==> src/rtl/apb_pkg.sv <==
// ----------------------------------------------------------------------------
// apb_pkg
// Shared APB definitions used by the completer (and by the master that drives
// it): transfer state encoding, default bus widths and the ID register value.
// ----------------------------------------------------------------------------
package apb_pkg;

    // Completer transfer states
    typedef enum logic [1:0] {
        ST_IDLE = 2'd0,
        ST_WAIT = 2'd1,
        ST_DONE = 2'd2
    } apb_state_t;

    // Default bus widths shared with the APB master
    localparam int APB_ADDR_W = 4;
    localparam int APB_DATA_W = 8;

    // Constant returned by reads of address 0
    localparam logic [7:0] APB_ID_VALUE = 8'hA5;

endpackage : apb_pkg

==> src/rtl/apb_regfile_mem.sv <==
// ----------------------------------------------------------------------------
// apb_regfile_mem
// DEPTH x DATA_W register storage: synchronous write, asynchronous read,
// asynchronous clear. Out-of-range addresses write nothing and read zero.
//
// Ports:
//   i_clk    - write clock
//   i_rst_n  - async active-low clear of every location
//   i_we     - write enable (sampled on rising i_clk)
//   i_waddr  - write address
//   i_wdata  - write data
//   i_raddr  - read address (combinational read)
//   o_rdata  - read data
// ----------------------------------------------------------------------------
module apb_regfile_mem #(
    parameter int ADDR_W = 4,
    parameter int DATA_W = 8,
    parameter int DEPTH  = 12
) (
    input  logic              i_clk,
    input  logic              i_rst_n,
    input  logic              i_we,
    input  logic [ADDR_W-1:0] i_waddr,
    input  logic [DATA_W-1:0] i_wdata,
    input  logic [ADDR_W-1:0] i_raddr,
    output logic [DATA_W-1:0] o_rdata
);

    // One extra bit so DEPTH == 2**ADDR_W still compares correctly
    localparam logic [ADDR_W:0] DEPTH_L = (ADDR_W+1)'(DEPTH);

    logic [DATA_W-1:0] r_mem [DEPTH];
    logic              w_wr_in_range;
    logic              w_rd_in_range;

    assign w_wr_in_range = ({1'b0, i_waddr} < DEPTH_L);
    assign w_rd_in_range = ({1'b0, i_raddr} < DEPTH_L);

    // Storage array: async clear, write on rising clock when enabled
    always_ff @(posedge i_clk or negedge i_rst_n) begin
        if (!i_rst_n) begin
            for (int i = 0; i < DEPTH; i++) begin
                r_mem[i] <= {DATA_W{1'b0}};
            end
        end else if (i_we && w_wr_in_range) begin
            r_mem[i_waddr] <= i_wdata;
        end
    end

    assign o_rdata = w_rd_in_range ? r_mem[i_raddr] : {DATA_W{1'b0}};

endmodule : apb_regfile_mem

==> src/rtl/apb_slave_regfile.sv <==
// ----------------------------------------------------------------------------
// apb_slave_regfile
// APB completer with a byte-wide register file, read-only ID at address 0,
// out-of-range error response and WAIT_CYCLES programmable wait states.
// All outputs are registered; the request is latched in the setup phase.
//
// Ports:
//   pclk     - clock
//   presetn  - async active-low reset
//   psel     - completer select
//   penable  - access phase indicator
//   paddr    - transfer address
//   pwrite   - 1 = write, 0 = read
//   pwdata   - write data
//   prdata   - read data (valid while pready=1 on a read)
//   pready   - transfer completes at the edge where psel&penable&pready
//   pslverr  - error response (valid while pready=1)
// ----------------------------------------------------------------------------
module apb_slave_regfile
    import apb_pkg::*;
#(
    parameter int                ADDR_W      = APB_ADDR_W,
    parameter int                DATA_W      = APB_DATA_W,
    parameter int                DEPTH       = 12,
    parameter int                WAIT_CYCLES = 2,
    parameter logic [DATA_W-1:0] ID_VALUE    = DATA_W'(APB_ID_VALUE)
) (
    input  logic              pclk,
    input  logic              presetn,
    input  logic              psel,
    input  logic              penable,
    input  logic [ADDR_W-1:0] paddr,
    input  logic              pwrite,
    input  logic [DATA_W-1:0] pwdata,
    output logic [DATA_W-1:0] prdata,
    output logic              pready,
    output logic              pslverr
);

    localparam logic [ADDR_W:0] DEPTH_L = (ADDR_W+1)'(DEPTH);
    localparam logic [3:0]      WAIT_L  = 4'(WAIT_CYCLES);

    apb_state_t        r_state;
    apb_state_t        w_state_nxt;
    logic [3:0]        r_cnt,    w_cnt_nxt;
    logic [ADDR_W-1:0] r_addr,   w_addr_nxt;
    logic [DATA_W-1:0] r_wdata,  w_wdata_nxt;
    logic              r_write,  w_write_nxt;
    logic              r_pready, w_pready_nxt;
    logic              r_pslverr, w_pslverr_nxt;
    logic [DATA_W-1:0] r_prdata, w_prdata_nxt;
    logic              w_we;

    // Response decode source: live bus in IDLE (zero-wait completion
    // registers its response at the setup edge), latched request otherwise
    logic [ADDR_W-1:0] w_rsp_addr;
    logic              w_rsp_write;
    logic              w_rsp_oor;
    logic              w_rsp_id;
    logic              w_rsp_err;
    logic [DATA_W-1:0] w_rsp_data;
    logic [DATA_W-1:0] w_mem_rdata;

    assign w_rsp_addr  = (r_state == ST_IDLE) ? paddr  : r_addr;
    assign w_rsp_write = (r_state == ST_IDLE) ? pwrite : r_write;
    assign w_rsp_oor   = ({1'b0, w_rsp_addr} >= DEPTH_L);
    assign w_rsp_id    = (w_rsp_addr == {ADDR_W{1'b0}});
    assign w_rsp_err   = w_rsp_oor || (w_rsp_write && w_rsp_id);

    // Write responses and out-of-range reads return zero
    assign w_rsp_data  = (w_rsp_write || w_rsp_oor) ? {DATA_W{1'b0}} :
                         w_rsp_id                   ? ID_VALUE       :
                                                      w_mem_rdata;

    apb_regfile_mem #(
        .ADDR_W (ADDR_W),
        .DATA_W (DATA_W),
        .DEPTH  (DEPTH)
    ) u_mem (
        .i_clk   (pclk),
        .i_rst_n (presetn),
        .i_we    (w_we),
        .i_waddr (r_addr),
        .i_wdata (r_wdata),
        .i_raddr (w_rsp_addr),
        .o_rdata (w_mem_rdata)
    );

    // Next-state, latch, response and write-enable decode
    always_comb begin
        w_state_nxt   = r_state;
        w_cnt_nxt     = r_cnt;
        w_addr_nxt    = r_addr;
        w_wdata_nxt   = r_wdata;
        w_write_nxt   = r_write;
        w_pready_nxt  = 1'b0;
        w_pslverr_nxt = 1'b0;
        w_prdata_nxt  = {DATA_W{1'b0}};
        w_we          = 1'b0;
        case (r_state)
            ST_IDLE: begin
                // A stray penable without a setup phase is not a transfer
                if (psel && !penable) begin
                    w_addr_nxt  = paddr;
                    w_wdata_nxt = pwdata;
                    w_write_nxt = pwrite;
                    w_cnt_nxt   = WAIT_L;
                    if (WAIT_L == 4'd0) begin
                        w_state_nxt   = ST_DONE;
                        w_pready_nxt  = 1'b1;
                        w_pslverr_nxt = w_rsp_err;
                        w_prdata_nxt  = w_rsp_data;
                    end else begin
                        w_state_nxt = ST_WAIT;
                    end
                end else begin
                    w_state_nxt = ST_IDLE;
                end
            end
            ST_WAIT: begin
                if (!psel) begin
                    w_state_nxt = ST_IDLE;
                end else if (penable) begin
                    if (r_cnt <= 4'd1) begin
                        w_state_nxt   = ST_DONE;
                        w_pready_nxt  = 1'b1;
                        w_pslverr_nxt = w_rsp_err;
                        w_prdata_nxt  = w_rsp_data;
                    end else begin
                        w_cnt_nxt = r_cnt - 4'd1;
                    end
                end else begin
                    w_state_nxt = ST_WAIT;
                end
            end
            ST_DONE: begin
                if (!psel) begin
                    w_state_nxt = ST_IDLE;
                end else if (penable) begin
                    w_we        = r_write && !w_rsp_err;
                    w_state_nxt = ST_IDLE;
                end else begin
                    // Hold the response until the access phase arrives
                    w_pready_nxt  = r_pready;
                    w_pslverr_nxt = r_pslverr;
                    w_prdata_nxt  = r_prdata;
                end
            end
            default: begin
                w_state_nxt = ST_IDLE;
            end
        endcase
    end

    // State, counter, latched request and registered outputs
    always_ff @(posedge pclk or negedge presetn) begin
        if (!presetn) begin
            r_state   <= ST_IDLE;
            r_cnt     <= 4'd0;
            r_addr    <= {ADDR_W{1'b0}};
            r_wdata   <= {DATA_W{1'b0}};
            r_write   <= 1'b0;
            r_pready  <= 1'b0;
            r_pslverr <= 1'b0;
            r_prdata  <= {DATA_W{1'b0}};
        end else begin
            r_state   <= w_state_nxt;
            r_cnt     <= w_cnt_nxt;
            r_addr    <= w_addr_nxt;
            r_wdata   <= w_wdata_nxt;
            r_write   <= w_write_nxt;
            r_pready  <= w_pready_nxt;
            r_pslverr <= w_pslverr_nxt;
            r_prdata  <= w_prdata_nxt;
        end
    end

    assign pready  = r_pready;
    assign pslverr = r_pslverr;
    assign prdata  = r_prdata;

endmodule : apb_slave_regfile

==> config.mk <==
export PLATFORM = sky130hd
export DESIGN_NAME = apb_slave_regfile
export DESIGN_NICKNAME = d
export VERILOG_FILES = /design/src/rtl/apb_pkg.sv /design/src/rtl/apb_regfile_mem.sv /design/src/rtl/apb_slave_regfile.sv
export SDC_FILE = /design/constraint.sdc
export NUM_CORES = 1
export LEC_CHECK = 0
export ABC_CLOCK_PERIOD_IN_PS = 2000
export BUFFER_PORTS_ARGS = -buffer_cell sky130_fd_sc_hd__buf_2
export CAP_MARGIN = 25
export CORE_UTILIZATION = 50
export DETAILED_ROUTE_END_ITERATION = 10
export PLACE_DENSITY = 0.7
export RECOVER_POWER = 25
export SYNTH_ARGS = -nofsm -noshare
export SYNTH_HDL_FRONTEND = slang
export SYNTH_SLANG_ARGS = --single-unit
==> constraint.sdc <==
create_clock -name pclk -period 2 [get_ports pclk]
set_input_delay 0.1 -clock pclk [delete_from_list [all_inputs] [get_ports pclk]]
set_output_delay 0.1 -clock pclk [all_outputs]
set_load 0.01 [all_outputs]
* After elaboration in Yosys (flattened, before gate mapping) *
Cells that the tools add are included.

operators by class
  add/sub/neg operators = 1
  $lt $le $gt $ge = 7
  equal/unequal tests = 8
  mux-type cells = 42
  bitwise operators = 2
  reduce and logical (&&, ||, !) cells = 15

operators with widths
  kind                   number
  $bwmux W96             1
  $mux W8                11
  $bmux W8 S4            1
  $demux W8 S4           1
  $mux W4                5
  $pmux W8 S2            1
  $mux W1                13
  $ge A5 B5 Y1 const B   2
  $mux W2                5
  $not A4 Y5             2
  $lt A4 B4 Y1 const B   2
  $pmux W4 S2            1
  $ne A2 B2 Y1 const B   3
  $pmux W2 S3            1
  $logic_and A1 B1 Y1    5
  $lt A5 B1 Y1 const B   1
  $reduce_and A5 Y1      1
  $ge A4 B4 Y1 const B   1
  $le A4 B1 Y1 const B   1
  $logic_not A4 Y1       1
  $ne A4 B4 Y1 const B   1
  $pmux W1 S2            2
  $reduce_and A2 Y1      2
  $sub A4 B1 Y4 const B  1
  other kinds (8)        10

word-level totals
  register bits after elaboration = 125
  input bits = 17
  word-level logic and storage cells = 95

* Longest topological paths before layout *
  depth after elaboration = 13
  gate-level depth with buffers = 10
  mapped depth without buffers = 8

* Modules after synthesis *
Synthesis repeated with hierarchy kept, for this count alone.

second synthesis, totals
  cell total of the unflattened synthesis = 409
  area, all modules = 5967.0 sq um

by module, submodules not included
  module             instances  cells an instance  area each (sq um)  seq. area each (sq um)
  apb_regfile_mem    1          281                4446.8             2402.3
  apb_slave_regfile  1          128                1520.2             725.7

* Worst setup path before layout *
Ideal clock, no wire load.

  path type = register to register
  from = register r_state[1]
  to = register u_mem.r_mem[64] in the netlist's numbering
  setup time = 0.125 ns
  arrival = 2.101 ns
  required time = 1.875 ns
  setup slack = -0.226 ns
  cell stages (with the launch flop) = 9
  path buffers = 2
  clock period less this slack = 2.226 ns
  path through = dfrtp_1 or2_1 buf_6 a21oi_2 nor3_1 or4_1 or2_1 buf_6 mux2_4

on the way
  word-level cells in the longest chain between the ends = 11
  elaborated cells on any way between the ends = 14
  those cells by class = order compare (1); eq/ne (1); mux (5); reduce/logical (7)

RTL lines
  element                                                               line                      text
  start, declared                                                       apb_slave_regfile.sv:43   apb_state_t r_state;
  start signal, assigned                                                apb_slave_regfile.sv:167  r_state <= w_state_nxt;
  parallel branches: the longest is 9 deep, another holds $ge A4 B4 Y1  --
  $mux W1 (*)                                                           apb_slave_regfile.sv:100  case (r_state)
  $logic_and A1 B1 Y1 (*)                                               apb_regfile_mem.sv:45     end else if (i_we && w_wr_in_range) begin
  end signal, assigned by index                                         apb_regfile_mem.sv:43     r_mem[i] <= {DATA_W{1'b0}};
  end signal, assigned by index                                         apb_regfile_mem.sv:46     r_mem[i_waddr] <= i_wdata;
  end, declared                                                         apb_regfile_mem.sv:32     logic [DATA_W-1:0] r_mem [DEPTH];

Mark *: on every way between the ends.
A chain may end at the register's enable or synchronous reset.

* Worst setup path after layout *
  from = register r_state[1]
  to = register r_prdata[3], in the netlist prdata[3]

on the way
  word-level cells in the longest chain between the ends = 13
  elaborated cells on any way between the ends = 21
  those cells by class = order compare (2); eq/ne (3); mux (12); bitwise (1); reduce/logical (3)

RTL lines
  element                                     line                                              text
  $logic_not A2 Y1                            apb_slave_regfile.sv:64, apb_slave_regfile.sv:65
  $mux W4                                     apb_slave_regfile.sv:64                           assign w_rsp_addr = (r_state == ST_IDLE) ? paddr : r_addr;
  $not A4 Y5 (not written as such)            apb_regfile_mem.sv:50                             assign o_rdata = w_rd_in_range ? r_mem[i_raddr] : {DATA_W{1'b0}};
  $bmux W8 S4                                 apb_regfile_mem.sv:50
  $mux W8 (not written as such) (2 in a row)  apb_regfile_mem.sv:50
  $mux W8                                     apb_regfile_mem.sv:50
  $mux W8                                     apb_slave_regfile.sv:72                           w_rsp_id ? ID_VALUE :
  $mux W8                                     apb_slave_regfile.sv:71                           assign w_rsp_data = (w_rsp_write || w_rsp_oor) ? {DATA_W{1'b0}} :
  $mux W8                                     apb_slave_regfile.sv:124                          if (r_cnt <= 4'd1) begin
  $mux W8                                     apb_slave_regfile.sv:123                          end else if (penable) begin
  $mux W8                                     apb_slave_regfile.sv:121                          if (!psel) begin
  $pmux W8 S2                                 apb_slave_regfile.sv:100
  end signal, assigned                        apb_slave_regfile.sv:165                          r_prdata <= {DATA_W{1'b0}};
  end signal, assigned                        apb_slave_regfile.sv:174                          r_prdata <= w_prdata_nxt;
  end, declared                               apb_slave_regfile.sv:51                           logic [DATA_W-1:0] r_prdata, w_prdata_nxt;

Several ways; a longest one is shown, not always the timed one. The select of a mux whose other input is x is not followed.

==> flow_metrics.py <==
metrics = {
    "outcome": {
        "status": "finished, violations left",
        "violations": "capacitance limit, slew limit, setup timing",
    },
    "synth": {
        "synthTopCellsByArea": "dfrtp_1, mux2_2, mux2i_1",
        "yosysSeqAreaShare_pct": 53.1,
        "synth_top_area_cell": "dfrtp_1",
        "mappedNetlistArea_sq_um": 5700,
        "syn_inst": 460,
        "synth_fp_nets": 479,
        "synth_flop_cell": "dfrtp_1",
        "yosys_warnings": 0,
        "yosysMostFrequentCell": "dfrtp_1",
        "async_flop_share_pct": 100,
        "synth_edf_count": 0,
        "synth_cell_type_count": 53,
        "synth_common_cells": "dfrtp_1, mux2_2, nand2_1, mux2i_1, clkbuf_1",
        "synth_top_area_share_pct": 53.1,
        "synth-seq-cells": 121,
        "synth_area_per_cell_sq_um": 12.4,
    },
    "sta": {
        "fin_worst_skew_ns": 0.00669,
        "worst_pin_slew_ns": 1.51,
        "hold_viol": 0,
        "fin_crit_ns": 2.34,
        "slew_viol_final": 26,
        "grt_setup_unrepaired": "true",
        "max_freq_ghz": 0.428,
        "fin_ws_ns": -0.339,
        "fin_crit_sh_pct": 117,
        "slew_headroom_pct": -0.770,
        "setup_violations": 96,
        "hold_slack_ns": 0.0170,
    },
    "grt": {
        "antenna_found_initial": 0,
        "grt.total_usage_pct": 27.2,
        "grt_pass1_vias": 4258,
        "overflow": 0,
        "grt_pass1_wl_um": 23200,
        "grt_max_degree": 56,
    },
    "die": {
        "fp-row-count": 38,
        "io_pins": 27,
        "die_w_um": 109,
        "die_height_um": 109,
        "fp.dieArea_sq_um": 11800,
        "core_sq_um": 11000,
        "start_util_pct": 51.9,
    },
    "drt": {
        "drtPass1Iterations": 4,
        "wirelength_um": 14500,
        "drtIter0Drc": 263,
        "vias_per_cell": 5.78,
        "routedWlPerCell_um": 20.4,
        "via_count": 4102,
        "drc_errors": 0,
        "ant_nets": 0,
    },
    "clocking": {
        "root_buffer": "clkbuf_16",
        "clk-insertion-delay-late_ns": 0.42,
        "cts_made_buffers": 17,
        "cts_max_level": 4,
        "cts_tree": "built",
        "clk_pin_slew_ns": 0.05,
        "cts_sinks": 121,
        "clk_path_buf_depth": 2,
    },
    "power_and_ir_drop": {
        "p_leak_uw": 0.00376,
        "finalPower_uw": 7540,
        "vdd.ir_drop.worst_mv": 0.631,
        "powerDensity_nw_per_um2": 991,
    },
    "worst_setup_path": {
        "setup.worst_path.end_class": "flip-flop",
        "worstPathRequired_ns": 2.35,
        "timing.rr.start": "r_state[1]",
        "r2r_setup_slack_ns": -0.34,
        "crit_fanout": 4,
        "r2r_cells": 7,
        "crit_start": "r_state[1]",
        "critPathCapture": "prdata[3]",
        "r2r-end": "prdata[3]",
        "worstSetupStartpointType": "flip-flop",
        "crit_type": "flip-flop to flip-flop",
        "arrival_ns": 2.68,
    },
    "finish": {
        "fin_area_sq_um": 7610,
        "area_growth_pct": 33.5,
        "num_antenna_cells": 0,
        "utilization_pct": 69.3,
        "fin_cells": 710,
        "fillCellCount": 721,
        "drive_above_1_share_pct": 48.4,
        "multiInputGateArea_sq_um": 2850,
        "fin_nets": 576,
        "seqCellArea_sq_um": 3030,
    },
    "placement": {
        "dp_hpwl_um": 9510,
        "gp_congestion": 0.879,
        "io_buffers": 26,
        "placed_area_sq_um": 6520,
        "place_inst": 667,
    },
    "run": {
        "cap_violations": 1,
    },
    "min_path": {
        "min_path_type": "input pin to flip-flop",
    },
}
==> critical path: stages, from the launching register on <==
cell       delay [ns]
dfrtp_1          0.41
buf_6            0.14
and4b_1          0.25
or4b_4           0.49
a2111oi_4        0.38
o21ai_2          0.17
a221o_1          0.31
o21ai_2          0.11
==> flip-flops by register name, summed over array words and instances (netlist names) <==
signal       count
prdata           8
r_addr           4
r_write          1
pslverr          1
r_cnt            4
r_state          2
u_mem.r_mem     92
pready           1
r_wdata          8
==> cell families (layout without fill, tap and decap cells) <==
logic type / Yosys count / count (layout) / synth area share (%)
AOI/OAI and AO/OA: 56 / 56 / 7.80
xor gates and xnor gates: 2 / 2 / 0.307
adders and majority gates: 2 / 2 / 0.439
buffers and inverters: 35 / 145 / 2.81
DFF: 121 / 121 / 53.1
muxes: 131 / 131 / 25.9
and+or+nand+nor: 113 / 113 / 9.64
==> power breakdown <==
group / leakage (uW) / internal (uW) / switching [uW]
Sequential: 0.00165 / 2570 / 229
Combinational: 0.00178 / 643 / 747
Clock: 0.000318 / 2300 / 1050
==> metrics by stage <==
stage	worst slack, ns	TNS [ns]
floorplan	-0.172	-3.38
global placement	-0.285	-11.66
detailed placement	-0.332	-16.19
CTS	-0.324	-9.15
global route	-0.425	-19.30
finish	-0.339	-13.34
==> layout make-up <==
| cell class | instances | area share (%) |
|---|---|---|
| sequential | 121 | 39.8 |
| multi-input combinational | 304 | 37.5 |
| timing repair buffer | 108 | 11.7 |
| clock buffer | 24 | 6.33 |
| tap | 140 | 2.30 |
| clock inverter | 8 | 2.17 |
| inverter | 5 | 0.247 |
==> metal layers <==
layer | GRT usage (%) | part of all wire, % | vias up
met2 | 44.0 | 50 | 116
met3 | 8.25 | 4.5 | 18
li1 | - | - | 1859
met1 | 34.8 | 44 | 2109
met4 | 9.07 | 1.4 | 0
met5 | 0 | 0 | -
==> how the worst min path moves through the flow <==
stage | start | to | slack [ns] | cells past startpoint
after floorplan | presetn | prdata[0] | -0.20 | 0
after global placement | presetn | r_cnt[1] | 0.03 | 1
after detailed placement | presetn | r_cnt[1] | 0.03 | 1
after CTS | paddr[1] | r_addr[1] | 0.002 | 2
after global routing | paddr[1] | r_addr[1] | 0.01 | 2
final | paddr[1] | r_addr[1] | 0.02 | 2
==> what timing repair did <==
action | in CTS | in global routing
hold endpoints to repair | 105 | 0
pin swaps | 9 | 5
resized for setup | 67 | 14
setup endpoints to repair | 96 | 96
buffers inserted | 1 | 2
hold buffers | 11 | 0
==> placed cells by master, fill, tap and decap left out, types with 5 or more instances in the layout <==
| cell type | count |
|---|---|
| buf_4 | 49 |
| buf_2 | 25 |
| nand3_1 | 8 |
| clkbuf_1 | 5 |
| nor2_1 | 12 |
| nand2_4 | 5 |
| a21oi_1 | 12 |
| o22ai_1 | 6 |
| mux2_2 | 76 |
| bufinv_16 | 5 |
| nand2_1 | 50 |
| mux2_4 | 30 |
| dlygate4sd3_1 | 11 |
| clkbuf_16 | 17 |
| dfrtp_1 | 121 |
| mux2i_1 | 24 |
| buf_6 | 16 |
(Power assumes the default switching activity.)
